`config.mk`:
```
export PLATFORM = sky130hd
export DESIGN_NAME = pc_fetch
export DESIGN_NICKNAME = d
export VERILOG_FILES = /design/src/rtl/pc_fetch_pkg.sv /design/src/rtl/pc_fetch_pc_reg.sv /design/src/rtl/pc_fetch.sv
export SDC_FILE = /design/constraint.sdc
export NUM_CORES = 1
export LEC_CHECK = 0
export CAP_MARGIN = 20
export CORE_MARGIN = 5
export CORE_UTILIZATION = 33
export CTS_BUF_LIST = sky130_fd_sc_hd__clkbuf_8
export DETAILED_ROUTE_END_ITERATION = 6
export GPL_TIMING_DRIVEN = 0
export PLACE_DENSITY_LB_ADDON = 0.2
export SYNTH_ARGS = -nofsm -noshare
export SYNTH_HDL_FRONTEND = slang
export SYNTH_HIERARCHICAL = 1
export SYNTH_SLANG_ARGS = --single-unit
```
`constraint.sdc`:
```
create_clock -name clk -period 1.9 [get_ports clk]
set_input_delay 0.57 -clock clk [delete_from_list [all_inputs] [get_ports clk]]
set_output_delay 0.57 -clock clk [all_outputs]
set_load 0.1 [all_outputs]
```
`src/rtl/pc_fetch_pkg.sv`:
```
// Shared types and constants for the instruction fetch stage.
package pc_fetch_pkg;

    typedef enum logic [2:0] {
        FS_BOOT,
        FS_FETCH,
        FS_WAIT,
        FS_VALID,
        FS_ERR
    } fetch_state_e;

    localparam logic [31:0] NOP              = 32'h0000_0013;
    localparam logic [31:0] DEFAULT_RESET_PC = 32'h0000_0000;

    function automatic logic [31:0] align_word(input logic [31:0] a);
        return a & ~32'h0000_0003;
    endfunction

endpackage

```
`src/rtl/pc_fetch_pc_reg.sv`:
```
// Architectural PC register: synchronous reset to RESET_PC, load on ld.
module pc_reg
    import pc_fetch_pkg::*;
#(
    parameter logic [31:0] RESET_PC = DEFAULT_RESET_PC
) (
    input  logic        clk,
    input  logic        rst,
    input  logic        ld,
    input  logic [31:0] d,
    output logic [31:0] q
);

    always_ff @(posedge clk) begin
        if (rst)
            q <= RESET_PC;
        else if (ld)
            q <= d;
    end

endmodule

```
`src/rtl/pc_fetch.sv`:
```
// Fetch stage: PC register, single-outstanding imem handshake, instruction register.
// Optional PC_ALIGN_CHECK_EN traps misaligned retire targets into a sticky ERR state.
module pc_fetch
    import pc_fetch_pkg::*;
#(
    parameter logic [31:0] RESET_PC = DEFAULT_RESET_PC
) (
    input  logic        clk,
    input  logic        rst,
    input  logic [31:0] npc,
    input  logic        npc_en,
    output logic        imem_req,
    output logic [31:0] imem_addr,
    input  logic        imem_gnt,
    input  logic        imem_rvalid,
    input  logic [31:0] imem_rdata,
    output logic        inst_valid,
    output logic [31:0] inst,
    output logic [31:0] pc,
    output logic        fetch_err
);

    fetch_state_e state;
    logic         retire;
    logic         pc_ld;
    logic [31:0]  pc_d;

    assign retire = (state == FS_VALID) && npc_en;

`ifdef PC_ALIGN_CHECK_EN
    logic misaligned;
    assign misaligned = (npc[1:0] != 2'b00);
    assign pc_ld      = retire && !misaligned;
    assign pc_d       = npc;
`else
    assign pc_ld      = retire;
    assign pc_d       = align_word(npc);
    assign fetch_err  = 1'b0;
`endif

    pc_reg #(
        .RESET_PC (RESET_PC)
    ) u_pc_reg (
        .clk (clk),
        .rst (rst),
        .ld  (pc_ld),
        .d   (pc_d),
        .q   (pc)
    );

    assign imem_addr = pc;

    // imem_req is registered: raised on every entry into FETCH, dropped on grant.
    always_ff @(posedge clk) begin
        if (rst) begin
            state      <= FS_BOOT;
            inst       <= NOP;
            inst_valid <= 1'b0;
            imem_req   <= 1'b0;
`ifdef PC_ALIGN_CHECK_EN
            fetch_err  <= 1'b0;
`endif
        end else begin
            case (state)
                FS_BOOT: begin
                    state    <= FS_FETCH;
                    imem_req <= 1'b1;
                end
                FS_FETCH: begin
                    if (imem_gnt) begin
                        state    <= FS_WAIT;
                        imem_req <= 1'b0;
                    end
                end
                FS_WAIT: begin
                    if (imem_rvalid) begin
                        inst       <= imem_rdata;
                        inst_valid <= 1'b1;
                        state      <= FS_VALID;
                    end
                end
                FS_VALID: begin
                    if (npc_en) begin
                        inst_valid <= 1'b0;
`ifdef PC_ALIGN_CHECK_EN
                        if (misaligned) begin
                            fetch_err <= 1'b1;
                            state     <= FS_ERR;
                        end else begin
                            state    <= FS_FETCH;
                            imem_req <= 1'b1;
                        end
`else
                        state    <= FS_FETCH;
                        imem_req <= 1'b1;
`endif
                    end
                end
                default: ;
            endcase
        end
    end

endmodule

```
======== Yosys cells after proc, flatten, opt, wreduce, memory -nomap -nowiden ========
Index checks and enable logic that the tools add are counted.
storage, ports and cells
  flip-flop bits (word level) ............. 67
  input bits .............................. 69
  output and inout bits ................... 99
cells by class
  equal/unequal tests ..................... 6
  mux-type cells .......................... 10
  reductions and logical operators ........ 9
operators with widths
  operator                                        count
  one-hot mux 3 bit (4 select lines)              1
  two-way mux 3 bit                               3
  == test 3 x 2 -> 1 bit (second input constant)  2
  inequality test 2 bit (second input constant)   3
  AND reduction 3 bit                             2
  two-way mux 1 bit                               4
  AND reduction 4 bit                             1
  nonzero test 4 bit                              1
  == test 3 x 1 -> 1 bit (second input constant)  1
  zero test 3 bit                                 1
  one-hot mux 1 bit (3 select lines)              1
  nonzero test 3 bit                              1
  one-hot mux 1 bit (2 select lines)              1
  AND reduction 2 bit                             1
  nonzero test 2 bit                              1
  logical AND 1 bit                               1

======== Logic depth before layout (Yosys ltp) ========
Gate-level depths: netlist of run 1.
  depth after elaboration ................. 3
  gate-level depth with buffers ........... 7
  gate-level depth less buffers ........... 5

======== Cells and area by module ========
The synthesis of run 1 kept the hierarchy.
by module, submodules not included
  module    instances  cells each  area each (µm²)
  pc_fetch  1          202         1844.3
  pc_reg    1          103         1163.6

======== Worst setup path before layout of run 1 ========
OpenSTA, ideal clock, no wires.
  path type ............................... register to output
  from .................................... register u_pc_reg/q[0] (netlist name)
  to ...................................... output port pc[0] (netlist name)
  arrival time ............................ 1.373 ns
  path slack .............................. -0.043 ns
  stages on the path, launching flop included .. 2
  path through ............................ dfxtp_1 -> buf_4

======== Worst setup path in the final report of run 1 ========
  from .................................... register u_pc_reg.q[15]
  to ...................................... output port pc[15]
RTL lines
  item                    line                   RTL
  from (decl)             pc_fetch_pc_reg.sv:11  output logic [31:0] q
  from (signal assigned)  pc_fetch_pc_reg.sv:16  q <= RESET_PC;
  from (signal assigned)  pc_fetch_pc_reg.sv:18  q <= d;
  to (decl)               pc_fetch.sv:19         output logic [31:0] pc,
No word-level cell between the ends.

==> impl_results.md, run 1 <==
* Outcome: finished clean
* I/O pin cnt at 168
* Top post-synthesis cells by area: dfxtp_1, mux2i_1, buf_4, a21oi_2, nand2_2
* Die W at 105.5 µm
* Final hold vios at 0
* Sequential share of power at 30.8%
* GPL Wtd Cong at 0.7020
* Vert. Die Dim at 105.5 µm
* Yosys top cell by area: dfxtp_1
* Synth unique cells at 25
* Setup Viol. Count Final at 0
* Tmin final at 1.863 ns
* Vias in the first global route at 2592
* Internal at 3.078 mW
* DRT Wirelength at 8002 µm
* Mapped cell area at 0.003008 mm²
* Row count at 34
* Number of synthesized flops with an enable pin at 0
* Worst skew pair latency at 0.33 ns
* Area growth, synth to finish at 66.39%
* Syn_area_per_cell at 9.862 µm²
* Post-synthesis sequential area ratio at 45.26%
* CTS Buffer Depth at 2
* Tot Pwr at 5.507 mW
* Sw Pwr at 2.429 mW
* Max VDD drop at 0.6498 mV
* Final HPWL DP at 6228 µm
* Metal2 WL at 3660 µm
* Met3 routed WL at 786 µm
* Dpl cells at 579
* PD cells at 1100 mW/mm²
* H-Tree Depth at 3
* Critical path cell sequence: buf_4, clkdlybuf4s18_2
* Via count at 2594
* Setup bufs post-CTS at 0
* RSZ-0062 raised after global routing: false
* Layout cells sized above 1 at 50.92%
* Clock Power Share at 23.5%
* Post-Layout Cell Count at 595
* Largest stage delay on the critical path at 0.52 ns
* DRC at 0
* Slew @ Worst Pin at 0.5694 ns
* Layout Skew at 0.008581 ns
* Core ar. at 0.008806 mm²
* Routed vias/inst at 4.360
* Uppermost layer routed: met4
* # diodes at 0
* CP Data Required Time at 1.33 ns
* Post-Syn Instances at 305
* First-pass DRT Iterations at 4
* Worst setup EP type: output port
* Startpoint types: flip-flop
* CP arrival at 1.29 ns
* Post-synthesis register bit count at 68
* Hold buffers post-CTS at 0
* First-pass GRT wire length at 12900 µm
* Clk root buf: clkbuf_8
* Clock sinks at 68
* Tcrit/Tclk final at 98.04%
* Logic pwr share at 45.8%
* Final ANT Viol Nets at 0
* Fmax at 0.5368 GHz
* Post-synth top cells: dfxtp_1, nand2_1, buf_4, mux2i_1, nor2_1
* IO buf count at 164
* Initial Utilization at 34.16%
* Asr flop ratio synth at 0%
* Crit Path Class: reg2out
* DR iter-0 viols at 53
* Largest fanout on the critical path at 3
* Die area at 0.01112 mm²
* Clock transition at the registers of the reported paths at 0.08 ns
* Clock buffer count from CTS at 9
* Max Cap Viol at 0
* Top-area cell type share of the netlist area at 45.26%
* Final Slew Violations at 0
* Hold WS at 0.4598 ns
* GR Util All Layers at 14.04%
* Final WS setup at 0.03727 ns
* Initial antenna violation count at 0
* Routed length per instance at 13.45 µm
* Pre-CTS WS at -0.2372 ns
* Sw Share at 44.11%
* Worst path bufs/invs at 2
* Top FF cell, synth: dfxtp_1
* TritonCTS clock tree: done
* Congestion Overflow GR at 0
* Rel. slew slack at 62.22%
* Leak at 1.936 nW
* Crit path max-delay family: buffers and inverters
* Nets at 555
* Setup Total Neg Slack at 0 ns
* M1 WL at 3483 µm
* Syn. warnings at 6
* Worst hold path class: reg2reg
* Largest net degree at the start of global routing at 12
* Most frequent cell after synthesis: dfxtp_1
* Slowest cell on crit path: clkdlybuf4s18_2
-- power groups by stage --
stage          registers (mW)  logic [mW]  clock network (mW)
3_3_place_gp             1.72        2.58                   0
3_5_place_dp             1.73        2.60                   0
6_report                 1.69        2.52                1.29
5_1_grt                  1.72        2.64                1.39
4_1_cts                  1.70        2.56                1.34
2_1_floorplan            2.66        1.06                   0
-- through the flow --
| stage | instance area, µm² | util, % |
|---|---|---|
| floorplan | 3055 | - |
| global placement | 4832 | 54.87 |
| detailed placement | 4832 | 54.87 |
| CTS | 5131 | 58.27 |
| global route | 5005 | 56.83 |
| finish | 5005 | 56.83 |
-- logic make-up after synthesis --
logic type,after synthesis,share of synthesized area [%]
adders and majority gates,4,1.664
AOI/OAI and AO/OA,37,10.52
DFF,68,45.26
other,1,0.1247
buffers and inverters,54,14.73
and+or+nand+nor,109,17.06
muxes,32,10.65
-- state kept, by name, summed over array words and instances, names as in the netlist --
name        flops
imem_req        1
state           2
inst           32
inst_valid      1
u_pc_reg/q     32
-- cells in the final DEF, fill, tap and decap left out --
master,instances
clkdlybuf4s50_1,66
clkdlybuf4s15_2,66
nand2_1,38
buf_4,38
dfxtp_1,36
mux2i_1,32
nor2_1,32
dfxtp_2,32
nand2_2,28
buf_2,27
a21oi_2,27
clkbuf_8,10
clkbuf_1,6
inv_1,5
buf_12,5
nand2b_1,4
a21oi_1,4
ha_1,4
clkdlybuf4s18_2,4
nand3b_1,3
conb_1,3
buf_8,2
and3_1,2
a31oi_1,2
a211oi_2,2
bufinv_16,2
and2_1,1
and2_4,1
a2111oi_2,1
o211ai_1,1
clkinvlp_4,1
clkinv_2,1
buf_6,1
-- cell type report --
class	count	area [µm²]
inverter	3	11.26
fill	791	3801
timing repair buffer	164	1597
clock buffer	10	137.6
sequential	68	1401
buffer	51	431.7
multi-input combinational	185	1211
clock inverter	6	80.08
tap	108	135.1
-- path summary, 6_finish.rpt --
| kind | from | end | slack (ns) | cells past startpoint |
|---|---|---|---|---|
| max | u_pc_reg/q[15] | pc[15] | 0.04 | 2 |
| min | inst[10] | inst[10] | 0.46 | 2 |
| min reg2reg | inst[10] | inst[10] | 0.46 | 2 |
| max reg2reg | state[0] | inst[7] | 0.31 | 6 |
-- per-layer routing --
layer  track usage, %  vias up
li1                 -     1299
met1            16.77     1182
met2            23.04      105
met3            6.051        8
met4            3.936        0
met5                0        -
-- repair_timing --
| item | 4_1_cts | 5_1_grt |
|---|---|---|
| endpoints found under the setup margin | 98 | 27 |
| pin swaps | 0 | 0 |
| gates resized for setup | 316 | 34 |
-- worst register-to-register path: stages, from the launching register on --
cell	delay, ns
dfxtp_1	0.41
inv_1	0.07
ha_1	0.25
nand2_2	0.12
clkbuf_1	0.39
nand2_1	0.15
a21oi_2	0.15
Note: power is estimated with default switching activity, not from simulation.
==> run 2: changes to the inputs <==
--- a/config.mk
+++ b/config.mk
@@ -5,6 +5,7 @@
 export SDC_FILE = /design/constraint.sdc
 export NUM_CORES = 1
 export LEC_CHECK = 0
+export ABC_AREA = 1
 export CAP_MARGIN = 20
 export CORE_MARGIN = 5
 export CORE_UTILIZATION = 33
==> run 2 against run 1 <==
Net effect: sequential power rose by 10%; clock skew is 0.0021 ns lower; critical path type unchanged; die area is 0.82% lower; sequential share of layout area up 0.40 points; synthesized cell count is 36% higher; first-iteration DRC count is 53% higher; cell area down 1.4%; area after synthesis fell by 0.92%; power up 24%; cell count up 18%; via count rose by 13%; non-clock buffer count increased by 1; critical endpoint is now imem_addr[22].
==> impl_results.md, run 2 <==
* Outcome: finished clean
* Routed length per instance at 11.55 µm (-14%)
* Post-synth top cells: nor2_1, nand2_1, dfxtp_1, inv_1, buf_4
* Final WS setup at 0.07913 ns (+0.04185 ns)
* Top-area cell type share of the netlist area at 45.68% (+0.42 points)
* CTS Buffer Depth at 2 (unchanged)
* Crit Path Class: reg2out
* Crit path max-delay family: buffers and inverters
* Top FF cell, synth: dfxtp_1
* Final ANT Viol Nets at 0 (unchanged)
* Initial Utilization at 34.01% (-0.15 points)
* Leak at 2.290 nW (+18%)
* Top post-synthesis cells by area: dfxtp_1, nor2_1, nand2_1, buf_4, inv_1
* Syn. warnings at 6 (unchanged)
* Layer carrying the most global-route usage: met2
* Final HPWL DP at 6359 µm (+2.1%)
* Met2 usage at 23.43% (+0.38 points)
* Slew @ Worst Pin at 0.5654 ns (-0.004006 ns)
* CP arrival at 1.25 ns (-0.04 ns)
* Nets at 666 (+20%)
* First-pass GRT wire length at 13080 µm (+1.3%)
* Row count at 34 (unchanged)
* Initial antenna violation count at 0 (unchanged)
* Clock sinks at 68 (unchanged)
* Die W at 105.0 µm (-0.41%)
* Clock transition at the registers of the reported paths at 0.07 ns (about the same)
* DRT Wirelength at 8142 µm (+1.7%)
* Routed vias/inst at 4.156 (-4.7%)
* Mapped cell area at 0.002980 mm² (-0.92%)
* Post-Layout Cell Count at 705 (+18%)
* IO buf count at 164 (unchanged)
* TritonCTS clock tree: done
* Max VDD drop at 0.6721 mV (+3.4%)
* Worst path bufs/invs at 1 (-1)
* Asr flop ratio synth at 0% (unchanged)
* Max Cap Viol at 0 (unchanged)
* Pre-CTS WS at -0.2499 ns (-0.01275 ns)
* Clock buffer count from CTS at 9 (unchanged)
* Met3 usage in global routing at 7.152% (+1.1 points)
* Post-Syn Instances at 416 (+36%)
* Post-synthesis register bit count at 68 (unchanged)
* DRC at 0 (unchanged)
* Rel. slew slack at 62.48% (+0.27 points)
* RSZ-0062 raised after global routing: false
* Largest net degree at the start of global routing at 12 (unchanged)
* Core ar. at 0.008763 mm² (-0.48%)
* Synth unique cells at 19 (-24%)
* Largest registers: inst: 32 flops, u_pc_reg/q: 32 flops, state: 2 flops
* Yosys top cell by area: dfxtp_1
* Congestion Overflow GR at 0 (unchanged)
* Clk root buf: clkbuf_8
* Layout cells sized above 1 at 33.33% (-18 points)
* I/O pin cnt at 168 (unchanged)
* Fmax at 0.5492 GHz (+2.3%)
* Most frequent cell after synthesis: nor2_1
* Via count at 2930 (+13%)
* Tmin final at 1.821 ns (-0.04185 ns)
* Die area at 0.01103 mm² (-0.82%)
* Worst setup EP type: output port
* Dpl cells at 690 (+19%)
* Met1 usage at 16.14% (-0.63 points)
* Layout Skew at 0.006469 ns (-0.002112 ns)
* Critical path cell sequence: clkdlybuf4s15_2
* Worst hold path class: reg2reg
* Area growth, synth to finish at 65.53%
* Vert. Die Dim at 105.0 µm (-0.41%)
* Largest fanout on the critical path at 3 (unchanged)
* Vias in the first global route at 2712 (+4.6%)
* H-Tree Depth at 3 (unchanged)
* PD cells at 1384 mW/mm² (+26%)
* Syn_area_per_cell at 7.164 µm² (-27%)
* Startpoint types: flip-flop
* First-pass DRT Iterations at 4 (unchanged)
* Post-synthesis sequential area ratio at 45.68% (+0.42 points)
* Final hold vios at 0 (unchanged)
* DR iter-0 viols at 81 (+53%)
* Most frequent cells in the layout: nor2_1, nand2_1, clkdlybuf4s50_1, clkdlybuf4s15_2, inv_1
* GPL Wtd Cong at 0.7487 (+6.7%)
* Worst skew pair latency at 0.33 ns (about the same)
* Setup Viol. Count Final at 0 (unchanged)
* Commonest non-fill, non-tap cell in the layout: nor2_1
* Setup bufs post-CTS at 0 (unchanged)
* # diodes at 0 (unchanged)
* Setup Total Neg Slack at 0 ns (unchanged)
* Final Slew Violations at 0 (unchanged)
* Slowest cell on crit path: clkdlybuf4s15_2
* Largest stage delay on the critical path at 0.56 ns (+0.04 ns)
* GR Util All Layers at 14.24% (+0.20 points)
* Number of synthesized flops with an enable pin at 0 (unchanged)
* CP Data Required Time at 1.33 ns (about the same)
* Tcrit/Tclk final at 95.84% (-2.2 points)
run 2: cell types whose count changed after synthesis, moves of 21 or more:
cell,before,now
nand2_1,38,81
nor2_1,32,126
nand2_2,28,1
a21oi_2,27,0
inv_1,3,43
mux2i_1,32,0
o21ai_0,0,21
run 2: worst paths after layout:
path / from / end / slack [ns] / cells after the start
hold / removal: imem_req / imem_req / 0.46 / 2
setup / recovery: u_pc_reg/q[22] / imem_addr[22] / 0.08 / 1
setup reg to reg: state[0] / inst[26] / 0.55 / 6
hold reg to reg: imem_req / imem_req / 0.46 / 2
run 2: layout make-up:
class,count,area (µm²)
clock buffers,10,137.6
well taps,108,135.1
plain buffers,52,416.7
inverters,45,172.7
multi-input cells,253,1037
fillers,855,3830
flip-flops and latches,68,1401
repair buffers,164,1580
clock inverters,5,52.55
run 2: cell families after synthesis:
group                    count (synthesis)  share of synthesized area, %
AO/OA/AOI/OAI                           32                         5.458
adder cells (fa/ha/maj)                  4                         1.679
buffers and inverters                   97                         19.77
flip-flops                              68                         45.68
other                                    1                        0.1258
AND/OR/NAND/NOR                        214                         27.29
run 2: repair_timing:
item                       4_1_cts  5_1_grt
gates resized for setup        329       24
hold buffers                     0        0
setup endpoints to repair       98       21
run 2: per-stage QoR:
step	hold slack [ns]	cell area (µm²)	power, mW	util, %
4_1_cts	0.4566	5040	6.956	57.51
2_1_floorplan	0.5522	3028	4.960	-
3_3_place_gp	0.4349	4805	5.832	54.83
3_5_place_dp	0.4411	4805	5.875	54.83
5_1_grt	0.4815	4933	7.171	56.30
6_report	0.4581	4933	6.829	56.30
run 2: per-layer routing:
layer  wire, µm  vias up
met5          0        -
met4         82        0
met3        859        9
met2       3783      105
met1       3416     1263
li1           -     1553
run 2: power breakdown:
part,internal (mW),switching [mW]
clock network,0.628,0.519
registers,1.70,0.162
logic,0.888,2.93
==> run 3: changes to the inputs <==
--- a/config.mk
+++ b/config.mk
@@ -17,3 +17,4 @@
 export SYNTH_HDL_FRONTEND = slang
 export SYNTH_HIERARCHICAL = 1
 export SYNTH_SLANG_ARGS = --single-unit
+export TNS_END_PERCENT = 5
==> run 3 against run 2 <==
Net effect: global-route usage fell by 0.068 points; maximum frequency shrank 2.3%; sequential share of layout area fell by 0.81 points; sequential cell count is the same; cell count rose by 0.14%; highest routed layer unchanged; non-clock buffer count stayed put; routed wire length increased by 0.34%; critical endpoint is now imem_addr[24].
==> impl_results.md, run 3 (synthesis gave the netlist of run 2 again) <==
* Outcome: finished clean
* Final ANT Viol Nets at 0 (unchanged)
* Worst hold path class: reg2reg
* Tmin final at 1.863 ns (+0.04193 ns)
* Largest fanout on the critical path at 3 (unchanged)
* Initial Utilization at 34.01% (unchanged)
* Hold WS at 0.4511 ns (-0.006989 ns)
* Max Cap Viol at 0 (unchanged)
* Largest net degree at the start of global routing at 13 (+1)
* Via count at 2908 (-0.75%)
* CTS Buffer Depth at 2 (unchanged)
* Pre-CTS WS at -0.2764 ns (-0.02646 ns)
* First-pass DRT Iterations at 6 (+2)
* CP arrival at 1.29 ns (+0.04 ns)
* Vias in the first global route at 2765 (+2.0%)
* Slowest cell on crit path: clkdlybuf4s15_2
* Clock transition at the registers of the reported paths at 0.07 ns (about the same)
* DR iter-0 viols at 74 (-8.6%)
* Crit Path Class: reg2out
* Finished Cell Area at 0.004937 mm² (about the same)
* Fmax at 0.5368 GHz (-2.3%)
* Worst skew pair latency at 0.33 ns (about the same)
* Die W at 105.0 µm (unchanged)
* PD cells at 1397 mW/mm² (+0.89%)
* Crit path max-delay family: buffers and inverters
* Clk root buf: clkbuf_8
* Clock Power Share at 17.2% (+0.4 points)
* Register area at 0.001363 mm² (-2.8%)
* Commonest non-fill, non-tap cell in the layout: nor2_1
* Final hold vios at 0 (unchanged)
* Tcrit/Tclk final at 98.04% (+2.2 points)
* Stages on the worst setup path at 1 (unchanged)
* Routed length per instance at 11.57 µm (+0.20%)
* I/O pin cnt at 168 (unchanged)
* Startpoint types: flip-flop
* Final HPWL DP at 6342 µm (-0.27%)
* Die area at 0.01103 mm² (unchanged)
* Internal at 3.240 mW (+0.73%)
* Layout cells sized above 1 at 28.09% (-5.2 points)
* Final Slew Violations at 0 (unchanged)
* First-pass GRT wire length at 13070 µm (about the same)
* TritonCTS clock tree: done
* Leak at 2.285 nW (-0.22%)
* Hold Path Cell Cnt at 2 (unchanged)
* Multi-input gate area at 0.001037 mm² (unchanged)
* Max VDD drop at 0.5982 mV (-11%)
* Area growth, synth to finish at 65.66% (about the same)
* Slew @ Worst Pin at 0.5760 ns (+0.01059 ns)
* CP Data Required Time at 1.33 ns (about the same)
* Sw Pwr at 3.656 mW (+1.2%)
* Rel. slew slack at 61.78% (-0.70 points)
* Nets at 666 (unchanged)
* # diodes at 0 (unchanged)
* Core ar. at 0.008763 mm² (unchanged)
* Critical path cell sequence: clkdlybuf4s15_2
* Row count at 34 (unchanged)
* Worst path bufs/invs at 1 (unchanged)
* Reg2Reg Depth at 6 (unchanged)
* Hold buffers post-CTS at 0 (unchanged)
* DRC at 0 (unchanged)
* Sequential share of power at 26.8% (-0.5 points)
* Worst setup EP type: output port
* Largest stage delay on the critical path at 0.58 ns (+0.02 ns)
* Clock sinks at 68 (unchanged)
* Largest registers: inst: 32 flops, u_pc_reg/q: 32 flops, state: 2 flops
* GR Util All Layers at 14.17% (-0.068 points)
* Final WS setup at 0.03720 ns (-0.04193 ns)
* Fill cells at 824 (-3.6%)
* Logic pwr share at 56.0% (about the same)
* Layout Skew at 0.01042 ns (+0.003955 ns)
* Setup Viol. Count Final at 0 (unchanged)
* Most frequent cells in the layout: nor2_1, nand2_1, dfxtp_1, clkdlybuf4s50_1, buf_4
* IO buf count at 164 (unchanged)
* Initial antenna violation count at 0 (unchanged)
* Post-DP Area at 0.004766 mm² (-0.81%)
* RSZ-0062 raised after global routing: true
* GPL Wtd Cong at 0.7279 (-2.8%)
* Vert. Die Dim at 105.0 µm (unchanged)
* Sw Share at 53.01% (+0.11 points)
* Congestion Overflow GR at 0 (unchanged)
* Routed vias/inst at 4.119 (-0.89%)
* H-Tree Depth at 3 (unchanged)
* Clock buffer count from CTS at 9 (unchanged)
* DRT Wirelength at 8170 µm (+0.34%)
-- run 3: cell types whose count changed in the layout (fill, tap and decap cells not counted), sizes merged --
cell,change
clkinv,-1
clkbuf,+1
inv,+2
buf,+1
clkdlybuf4s18,+5
clkdlybuf4s15,-7
-- run 3: timing repair --
item / 4_1_cts / 5_1_grt
pin swaps: 0 / 0
hold endpoints to repair: 0 / 0
resized for setup: 328 / 10
setup buffers: 0 / 0
endpoints found under the setup margin: 98 / 8
-- run 3: final timing paths --
kind                   from  slack [ns]            end
min reg2reg        imem_req        0.45       imem_req
max reg2reg        state[0]        0.52       inst[29]
max          u_pc_reg/q[24]        0.04  imem_addr[24]
min                imem_req        0.45       imem_req
-- run 3: layout make-up --
type	count	share of cell area, %
timing repair buffer	164	32.64
sequential	68	27.60
multi-input combinational	253	21.01
buffer	52	8.439
inverter	45	3.497
clock buffer	10	2.788
tap	108	2.737
clock inverter	6	1.292
-- run 3: tightest hold or removal path: stages (launching register included) --
cell and delay [ns]:
dfxtp_1 0.31, inv_1 0.05, a21oi_1 0.05
-- run 3: through the flow --
stage | util [%] | TNS [ns] | power, mW | cells
final | 56.34 | 0 | 6.896 | 706
after global routing | 56.34 | -0.01065 | 7.226 | 706
after CTS | 56.61 | -0.2304 | 6.984 | 706
after detailed placement | 54.38 | -17.37 | 5.859 | 690
after global placement | 54.38 | -16.50 | 5.813 | 690
after floorplan | - | -1.365 | 4.939 | 418
-- run 3: power groups by stage --
stage	Combinational, mW	Clock (mW)	Sequential (mW)
final	3.86	1.19	1.85
after global routing	4.04	1.31	1.88
after CTS	3.89	1.24	1.85
after detailed placement	3.98	0	1.88
after global placement	3.95	0	1.86
after floorplan	1.38	0	3.56
-- run 3: metal layers --
layer | global-route usage, % | part of all wire (%) | up-vias
li1 | - | - | 1552
met1 | 16.17 | 42 | 1245
met2 | 23.56 | 46 | 106
met3 | 7.152 | 11 | 5
met4 | 3.562 | 0.71 | 0
met5 | 0 | 0 | -
